$ cat src/rtl/dpram_fifo_ctrl_pkg.sv
// Shared constants and helpers for the distributed-RAM FIFO controller.
package dpram_fifo_ctrl_pkg;

    // Pointer width: one extra wrap bit above the RAM address width, so that
    // full and empty can be told apart when the address bits are equal.
    function automatic int fifo_ptr_w(input int awidth);
        return awidth + 1;
    endfunction

    // Default almost-full level: two words below a completely full FIFO.
    function automatic int afull_thresh_default(input int awidth);
        return (1 << awidth) - 2;
    endfunction

endpackage

$ cat src/rtl/dpram_fifo_ctrl_ptr.sv
// FIFO pointer: wrap-bit counter with an increment enable and a synchronous
// load, which the read side uses to snap onto the write pointer on flush.
module dpram_fifo_ctrl_ptr #(
    parameter int W = 5
) (
    input  logic         clk,
    input  logic         rst_n,
    input  logic         inc,
    input  logic         load,
    input  logic [W-1:0] load_val,
    output logic [W-1:0] ptr
);

    // Load wins over increment; the counter wraps naturally modulo 2**W.
    always_ff @(posedge clk or negedge rst_n) begin
        if (!rst_n) begin
            ptr <= '0;
        end else if (load) begin
            ptr <= load_val;
        end else if (inc) begin
            ptr <= ptr + W'(1);
        end
    end

endmodule

$ cat src/rtl/dpram_fifo_ctrl.sv
// FIFO controller sequencing an external dual-port distributed RAM
// (port 0 write, port 1 asynchronous read) with first-word-fallthrough output.
module dpram_fifo_ctrl
    import dpram_fifo_ctrl_pkg::*;
#(
    parameter int DWIDTH       = 8,
    parameter int AWIDTH       = 4,
    parameter int AFULL_THRESH = afull_thresh_default(AWIDTH)
) (
    input  logic              clk,
    input  logic              rst_n,
    input  logic              flush,
    input  logic [DWIDTH-1:0] in_data,
    input  logic              in_valid,
    output logic              in_ready,
    output logic [DWIDTH-1:0] out_data,
    output logic              out_valid,
    input  logic              out_ready,
    output logic [AWIDTH:0]   count,
    output logic              almost_full,
    output logic [AWIDTH-1:0] ram_addr0,
    output logic [DWIDTH-1:0] ram_d0,
    output logic              ram_we0,
    output logic [AWIDTH-1:0] ram_addr1,
    output logic [DWIDTH-1:0] ram_d1,
    output logic              ram_we1,
    input  logic [DWIDTH-1:0] ram_q1
);

    localparam int PW = fifo_ptr_w(AWIDTH);
    localparam logic [PW-1:0] AFULL_CNT = PW'(AFULL_THRESH);

    logic [PW-1:0] wr_ptr;
    logic [PW-1:0] rd_ptr;
    logic [PW-1:0] count_q;
    logic          empty;
    logic          full;
    logic          push;
    logic          pop;

    // Status and handshake decode; ready/valid depend only on registered pointers.
    always_comb begin
        empty     = (wr_ptr == rd_ptr);
        full      = (wr_ptr[AWIDTH-1:0] == rd_ptr[AWIDTH-1:0]) &&
                    (wr_ptr[AWIDTH] != rd_ptr[AWIDTH]);
        in_ready  = !full;
        out_valid = !empty;
        // rst_n gates the write so a word offered while reset is held never
        // reaches the RAM, even though in_ready reads 1 during reset.
        push      = in_valid && in_ready && !flush && rst_n;
        pop       = out_valid && out_ready && !flush;
    end

    // RAM port wiring: port 0 writes at the tail, port 1 reads the head.
    always_comb begin
        ram_we0   = push;
        ram_addr0 = wr_ptr[AWIDTH-1:0];
        ram_d0    = in_data;
        ram_addr1 = rd_ptr[AWIDTH-1:0];
        ram_d1    = '0;
        ram_we1   = 1'b0;
        out_data  = ram_q1;
    end

    dpram_fifo_ctrl_ptr #(.W(PW)) u_wr_ptr (
        .clk      (clk),
        .rst_n    (rst_n),
        .inc      (push),
        .load     (1'b0),
        .load_val ('0),
        .ptr      (wr_ptr)
    );

    // Flush drops every stored word by moving the read side up to the write side.
    dpram_fifo_ctrl_ptr #(.W(PW)) u_rd_ptr (
        .clk      (clk),
        .rst_n    (rst_n),
        .inc      (pop),
        .load     (flush),
        .load_val (wr_ptr),
        .ptr      (rd_ptr)
    );

    // Occupancy register: cleared by flush, otherwise tracks push minus pop.
    always_ff @(posedge clk or negedge rst_n) begin
        if (!rst_n) begin
            count_q <= '0;
        end else if (flush) begin
            count_q <= '0;
        end else begin
            case ({push, pop})
                2'b10:   count_q <= count_q + PW'(1);
                2'b01:   count_q <= count_q - PW'(1);
                default: count_q <= count_q;
            endcase
        end
    end

    // Occupancy outputs taken straight from the registered count.
    always_comb begin
        count       = count_q;
        almost_full = (count_q >= AFULL_CNT);
    end

endmodule

$ cat config.mk
export PLATFORM = sky130hd
export DESIGN_NAME = dpram_fifo_ctrl
export DESIGN_NICKNAME = d
export VERILOG_FILES = /design/src/rtl/dpram_fifo_ctrl_pkg.sv /design/src/rtl/dpram_fifo_ctrl_ptr.sv /design/src/rtl/dpram_fifo_ctrl.sv
export SDC_FILE = /design/constraint.sdc
export NUM_CORES = 1
export LEC_CHECK = 0
export BUFFER_PORTS_ARGS = -buffer_cell sky130_fd_sc_hd__buf_2
export CAP_MARGIN = 40
export CELL_PAD_IN_SITES_DETAIL_PLACEMENT = 1
export CELL_PAD_IN_SITES_GLOBAL_PLACEMENT = 1
export CORE_MARGIN = 5
export CORE_UTILIZATION = 34
export CTS_CLUSTER_SIZE = 12
export DETAILED_ROUTE_END_ITERATION = 7
export PLACE_DENSITY_LB_ADDON = 0.1
export SLEW_MARGIN = 20
export SYNTH_ARGS = -nofsm -noshare
export SYNTH_HDL_FRONTEND = slang
export SYNTH_HIERARCHICAL = 1
export SYNTH_SLANG_ARGS = --single-unit
export TNS_END_PERCENT = 30
$ cat constraint.sdc
create_clock -name clk -period 3.9 [get_ports clk]
set_input_delay 0.195 -clock clk [delete_from_list [all_inputs] [get_ports clk]]
set_output_delay 0.195 -clock clk [all_outputs]
set_load 0.1 [all_outputs]
==> results.ini, run 1 <==
[route]
totalWireLength_um=2724
ant_nets=0
drt-initial-drc-count=37
via_count=888
drcViolationCount=0
wl_per_cell_um=14.65
avgViaCountPerCell=4.774
dr.pass1.iters=4

[logic_synthesis]
synth.top_cell.area_share_pct=31.12
yosysTopAreaCell=dfrtp_1
netlist_area_mm2=0.001206
yosys-top-cells-area=dfrtp_1, buf_4, xnor2_1, nand2_1, ha_1
syn_inst=129
syn_area_per_cell_um2=9.350
ys_types=33
yosysSeqAreaShare_pct=31.12
ys.warnings.count=6
synth-seq-cells=15

[sta]
finClkSkew_ns=0.009875
grt_setup_unrepaired=no
fin_crit_sh_pct=75.18
hold_viol_final=0
holdWs_ns=0.3381
tns_ns=0
min_period_ns=2.932
setup_viol=0
max_freq_ghz=0.3411
setup_slack_ns=0.9681
drv_slew=0

[power]
ir_drop_uv=290.6
p_leak_nw=0.5819
power_density_mw_per_mm2=625.6

[setup_path]
r2r_start=u_wr_ptr/ptr[2]
worst-setup-path-type=in2reg
slowest_stage=dlygate4sd3_1
cp_top_family=compound AO/OA/AOI/OAI gates
path_cells=dlygate4sd3_1 > buf_2 > nand2_1 > a41oi_1 > a2111oi_4 > inv_1 > fa_1 > inv_1 > a21o_1 > a21oi_1 > xnor2_1 > nor4b_1 > a211o_1
cp_common_cell=inv_1
worstSetupEndpointType=flop
slowest_delay_ns=0.53
path_buf_inv=4
startpoint_type=primary input
path_max_fanout=16
cp-startpoint=rst_n
critical_path_arrival_ns=3.12
crit_required_ns=4.08

[run_status]
outcome=complete, no violations

[clock_network]
post_cts_buffers=0
cts_tree=built
ctsResizeCount=0
numCtsBuffers=3
htree_levels=1
ctsHoldBuffers=1
clock_latency_ns=0.29
cts_sinks=15
path_clk_slew_ns=0.10
clockBufferDepth=2
cts_root_buffer=clkbuf_4

[floorplanning]
start_util_pct=35.59
die_h_um=69.56
dieArea_mm2=0.004839
io_pins=63
die-width_um=69.56
core_mm2=0.003390
num_rows=21

[place]
place_ws_ns=1.041
port_buffers=21
gp_congestion=0.8084
place_inst=181
hpwl_um=2120

[layout]
final_cells=186
antenna_cells=0
syn_to_final_growth_pct=3.838
drive_gt1_share_pct=22.86
final_core_util_pct=36.95
finalNetCount=168

[grt]
overflow=0
grt_max_degree=20
grt_pass1_wl_um=4878
antenna_found_initial=0
grt_pass1_vias=983
grt_usage_pct=12.17

[flow_run]
max-cap-violations=0

[worst_hold_path]
hold_class=in2async

registers in the layout, summed over array words and instances, names as in the netlist:
register      count
count             5
u_rd_ptr/ptr      5
u_wr_ptr/ptr      5
report_power, final:
part	internal [W]	switching (W)
logic	0.0000926	0.000372
registers	0.000184	0.0000442
clock network	0.0000381	0.0000525
path summary, 6_finish.rpt:
kind	end	slack [ns]	cells after the start
max	count[4]	0.97	13
min	u_wr_ptr/ptr[1]	0.34	2
max reg2reg	count[4]	1.04	11
min reg2reg	count[2]	0.57	2
max in group asynchronous	count[2]	3.28	2
min in group clk	u_rd_ptr/ptr[4]	0.34	3
cell families after synthesis:
logic type | share of synthesized area, %
adder cells (fa/ha/maj) | 6.847
XOR/XNOR | 12.34
AO/OA/AOI/OAI | 15.35
flip-flops | 31.12
buffers and inverters | 19.09
other | 0.3109
multiplexers | 3.527
AND/OR/NAND/NOR | 11.41
Yosys cell counts (all sizes together):
library cell and instances:
a2111oi 1, a211o 1, a211oi 1, a21o 3, a21oi 2, a22oi 1, a31o 1, a31oi 1
a41oi 1, and4 1, buf 27, clkbuf 2, conb 1, dfrtp 15, fa 1, ha 5
inv 5, mux2 2, mux2i 2, nand2 18, nand3 1, nand4 4, nor2 2, nor3 1
nor3b 1, nor4b 1, o21ai 8, o31ai 3, xnor2 10, xor2 7
stage by stage:
step / area [um2] / power (W)
after floorplan: 1264 / 0.0007107
after global placement: 1215 / 0.0006940
after detailed placement: 1215 / 0.0006977
after CTS: 1252 / 0.0007940
after global routing: 1252 / 0.0008299
final: 1252 / 0.0007835
per-layer routing:
metal	vias up	wire length (um)	global-route usage, %
met3	8	223	3.913
li1	421	-	-
met2	37	1256	20.23
met5	-	0	0
met1	422	1200	14.79
met4	0	43	3.905
worst reg2reg max path, cell delays in order (launching register included):
cell and delay (ns):
dfrtp_1 0.48, xnor2_1 0.23, a41oi_1 0.22, a2111oi_4 0.52, inv_1 0.11, fa_1 0.42, inv_1 0.07, a21o_1 0.11
a21oi_1 0.07, xnor2_1 0.13, nor4b_1 0.16, a211o_1 0.23
area by class of cell:
type	instances	area, um2
Inverter	5	18.77
Clock inverter	1	5.005
Multi-Input combinational cell	94	658.1
Fill cell	415	2137
Sequential cell	15	375.4
Timing Repair Buffer	22	115.1
Clock buffer	3	22.52
Tap cell	46	57.56
cells in the final DEF (no fill, tap or decap), types with 4 or more instances in the layout:
| cell | netlist | routed |
|---|---|---|
| dfrtp_1 | 15 | 15 |
| conb_1 | 1 | 15 |
| inv_1 | 5 | 5 |
| o21ai_0 | 6 | 6 |
| xnor2_1 | 10 | 10 |
| buf_2 | 1 | 21 |
| nand4_1 | 4 | 4 |
| nand2_1 | 18 | 18 |
| ha_1 | 5 | 5 |
| xor2_1 | 7 | 7 |
Power figures use the tool's default switching activity.
==> run 2, diff against run 1 <==
Settings changed: ABC_AREA from default to 1, CORE_UTILIZATION 34 to 32.
Clock period 3.9 ns to 2.7 ns, I/O delays scaled along.
==> run 2 against run 1 <==
Die area grew 16%. Setup slack lost 0.62 ns. Wire length grew 31%. Cell area grew 26%. Hold slack lost 0.068 ns. Highest routed layer unchanged. Critical path type is now reg2reg. Via count grew 33%. Combinational power grew 37%. Area after synthesis grew 12%.
==> results.ini, run 2 <==
[logic_synthesis]
ys_types=26  ; -21%
synth_ff_type=dfrtp_1
synth-edff-count=0  ; unchanged
yosysSeqAreaShare_pct=27.86  ; -3.3 points
ys.warnings.count=6  ; unchanged
netlist_area_mm2=0.001348  ; +12%
yosysTopAreaCell=dfrtp_1
yosys-top-cells-area=dfrtp_1, buf_4, nand2_1, nand3_1, inv_1
synth-seq-cells=15  ; unchanged
syn_inst=182  ; +41%
synth_common_cells=nand2_1, buf_4, inv_1
synth.top_cell.area_share_pct=27.86  ; -3.3 points
yosysMostFrequentCell=nand2_1
syn_area_per_cell_um2=7.404  ; -21%
ys_async_sr_fraction_pct=100.0  ; unchanged

[route]
via_count=1180  ; +33%
drt-initial-drc-count=9  ; -76%
drcViolationCount=0  ; unchanged
totalWireLength_um=3558  ; +31%
dr.pass1.iters=4  ; unchanged
avgViaCountPerCell=4.627  ; -3.1%
ant_nets=0  ; unchanged
wl_per_cell_um=13.95  ; -4.7%

[sta]
grt_setup_unrepaired=no
max_freq_ghz=0.4252
fin_crit_sh_pct=87.10
setup_viol=0  ; unchanged
finClkSkew_ns=0.001986  ; -0.007890 ns
setup_slack_ns=0.3483  ; -0.6199 ns
holdWs_ns=0.2700  ; -0.06808 ns
min_period_ns=2.352
hold_viol_final=0  ; unchanged
drv_slew=0  ; unchanged

[floorplanning]
die-width_um=74.89  ; +7.7%
num_rows=23  ; +9.5%
dieArea_mm2=0.005609  ; +16%
die_h_um=74.89  ; +7.7%
core_mm2=0.004029  ; +19%
io_pins=63  ; unchanged
start_util_pct=33.45  ; -2.1 points

[grt]
grt_pass1_wl_um=5727  ; +17%
grt_pass1_vias=1252  ; +27%
grt_usage_pct=13.48  ; +1.3 points
overflow=0  ; unchanged
antenna_found_initial=0  ; unchanged
grt_max_degree=16  ; -20%

[setup_path]
worstSetupEndpointType=flop
critical_path_arrival_ns=2.50  ; -0.62 ns
worst-setup-path-type=reg2reg
path_max_fanout=10  ; -6
startpoint_type=flop
crit_required_ns=2.85  ; -1.23 ns
cp-startpoint=u_wr_ptr/ptr[3]
r2r_start=u_wr_ptr/ptr[3]

[clock_network]
htree_levels=1  ; unchanged
clockBufferDepth=2  ; unchanged
path_clk_slew_ns=0.07  ; -0.03 ns
clock_latency_ns=0.25  ; -0.04 ns
numCtsBuffers=3  ; unchanged
ctsHoldBuffers=1  ; unchanged
post_cts_buffers=0  ; unchanged
cts_root_buffer=clkbuf_8
cts_tree=built
cts_sinks=15  ; unchanged
ctsResizeCount=0  ; unchanged

[layout]
final_common_cell=nand2_1
syn_to_final_growth_pct=16.71
drive_gt1_share_pct=32.68  ; +9.8 points
antenna_cells=0  ; unchanged
finalNetCount=233  ; +39%
layout_common_cells=nand2_1, conb_1, buf_2
final_core_util_pct=39.04  ; +2.1 points
fin_area_mm2=0.001573  ; +26%

[power]
ir_drop_uv=225.5  ; -22%
intPower_w=0.0005140  ; +63%
p_comb_share_pct=54.6  ; -4.7 points
pwr-share-clk_pct=16.5  ; +4.9 points
p_leak_nw=0.7971  ; +37%
pwr-share-seq_pct=28.9  ; -0.2 points
p_switching_w=0.0006542  ; +40%
power_density_mw_per_mm2=742.7  ; +19%
netSwitchingFraction_pct=56.00  ; -3.8 points
p_total_w=0.001168  ; +49%

[place]
gp_congestion=0.7704  ; -4.7%
port_buffers=21  ; unchanged
place_area_mm2=0.001518  ; +25%
place_ws_ns=0.3303  ; -0.7109 ns
hpwl_um=2937  ; +39%

[worst_hold_path]
hold_class=in2out
min_from=ram_q1[4]

[run_status]
outcome=complete, no violations

[flow_run]
max-cap-violations=0  ; unchanged

[run 2: changes by cell type after synthesis, sizes merged, moves of 4 or more]
cell    before  now
inv          5   26
nor2         2    9
nand3        1   21
xnor2       10    5
a21boi       0    4
xor2         7    0
nand2       18   52
[run 2: kinds of logic after synthesis]
group / count (synthesis) / share of synthesized area, %
other cells: 1 / 0.2783
flops: 15 / 27.86
simple gates: 88 / 32.03
buf+inv: 51 / 21.36
fa+ha+maj: 6 / 6.128
xor+xnor: 5 / 3.807
compound gates: 16 / 8.543
[run 2: final timing paths]
path                                         to  slack (ns)  cells after the start
worst max-delay path                   count[4]        0.35                     16
worst min-delay path                out_data[4]        0.27                      0
worst max register to register         count[4]        0.35                     16
worst min register to register         count[4]        0.57                      2
max in group asynchronous       u_rd_ptr/ptr[2]        2.10                      3
min in group asynchronous       u_wr_ptr/ptr[2]        0.38                      3
[run 2: area by class of cell]
type | count | area (um2)
clock buffers | 4 | 45.04
fillers | 534 | 2456
inverters | 26 | 100.1
multi-input cells | 136 | 829.5
flip-flops and latches | 15 | 405.4
well taps | 50 | 62.56
repair buffers | 24 | 130.1
[run 2: worst max-delay path, cell delays in order (launching register included)]
cell      delay, ns
dfrtp_4        0.53
nand2_2        0.09
nand2_2        0.07
nor2_4         0.17
nand3_4        0.10
nand2_4        0.12
nand2_8        0.09
fa_2           0.38
nand3b_1       0.19
nand3_1        0.10
nand2_1        0.07
inv_1          0.06
nand3_1        0.06
nand2_1        0.07
inv_1          0.03
nand2_1        0.05
nand2_1        0.04
[run 2: power by group through the flow]
stage | clock [W] | sequential, W | combinational (W)
finish | 0.000192 | 0.000338 | 0.000638
global placement | 0 | 0.000343 | 0.000630
detailed placement | 0 | 0.000346 | 0.000642
CTS | 0.000204 | 0.000341 | 0.000645
floorplan | 0 | 0.000559 | 0.000437
global route | 0.000214 | 0.000349 | 0.000676
[run 2: stage by stage]
step	setup TNS [ns]	cells
3_5_place_dp	0	250
5_1_grt	0	255
3_3_place_gp	0	250
4_1_cts	0	255
6_report	0	255
2_1_floorplan	-0.01805	202
[run 2: metal layers]
layer / up-vias / track usage, % / wire length (um)
met3: 4 / 4.673 / 250
met2: 36 / 25.24 / 1867
met4: 0 / 4.150 / 27
met1: 558 / 13.97 / 1413
li1: 582 / - / -
met5: - / 0 / 0
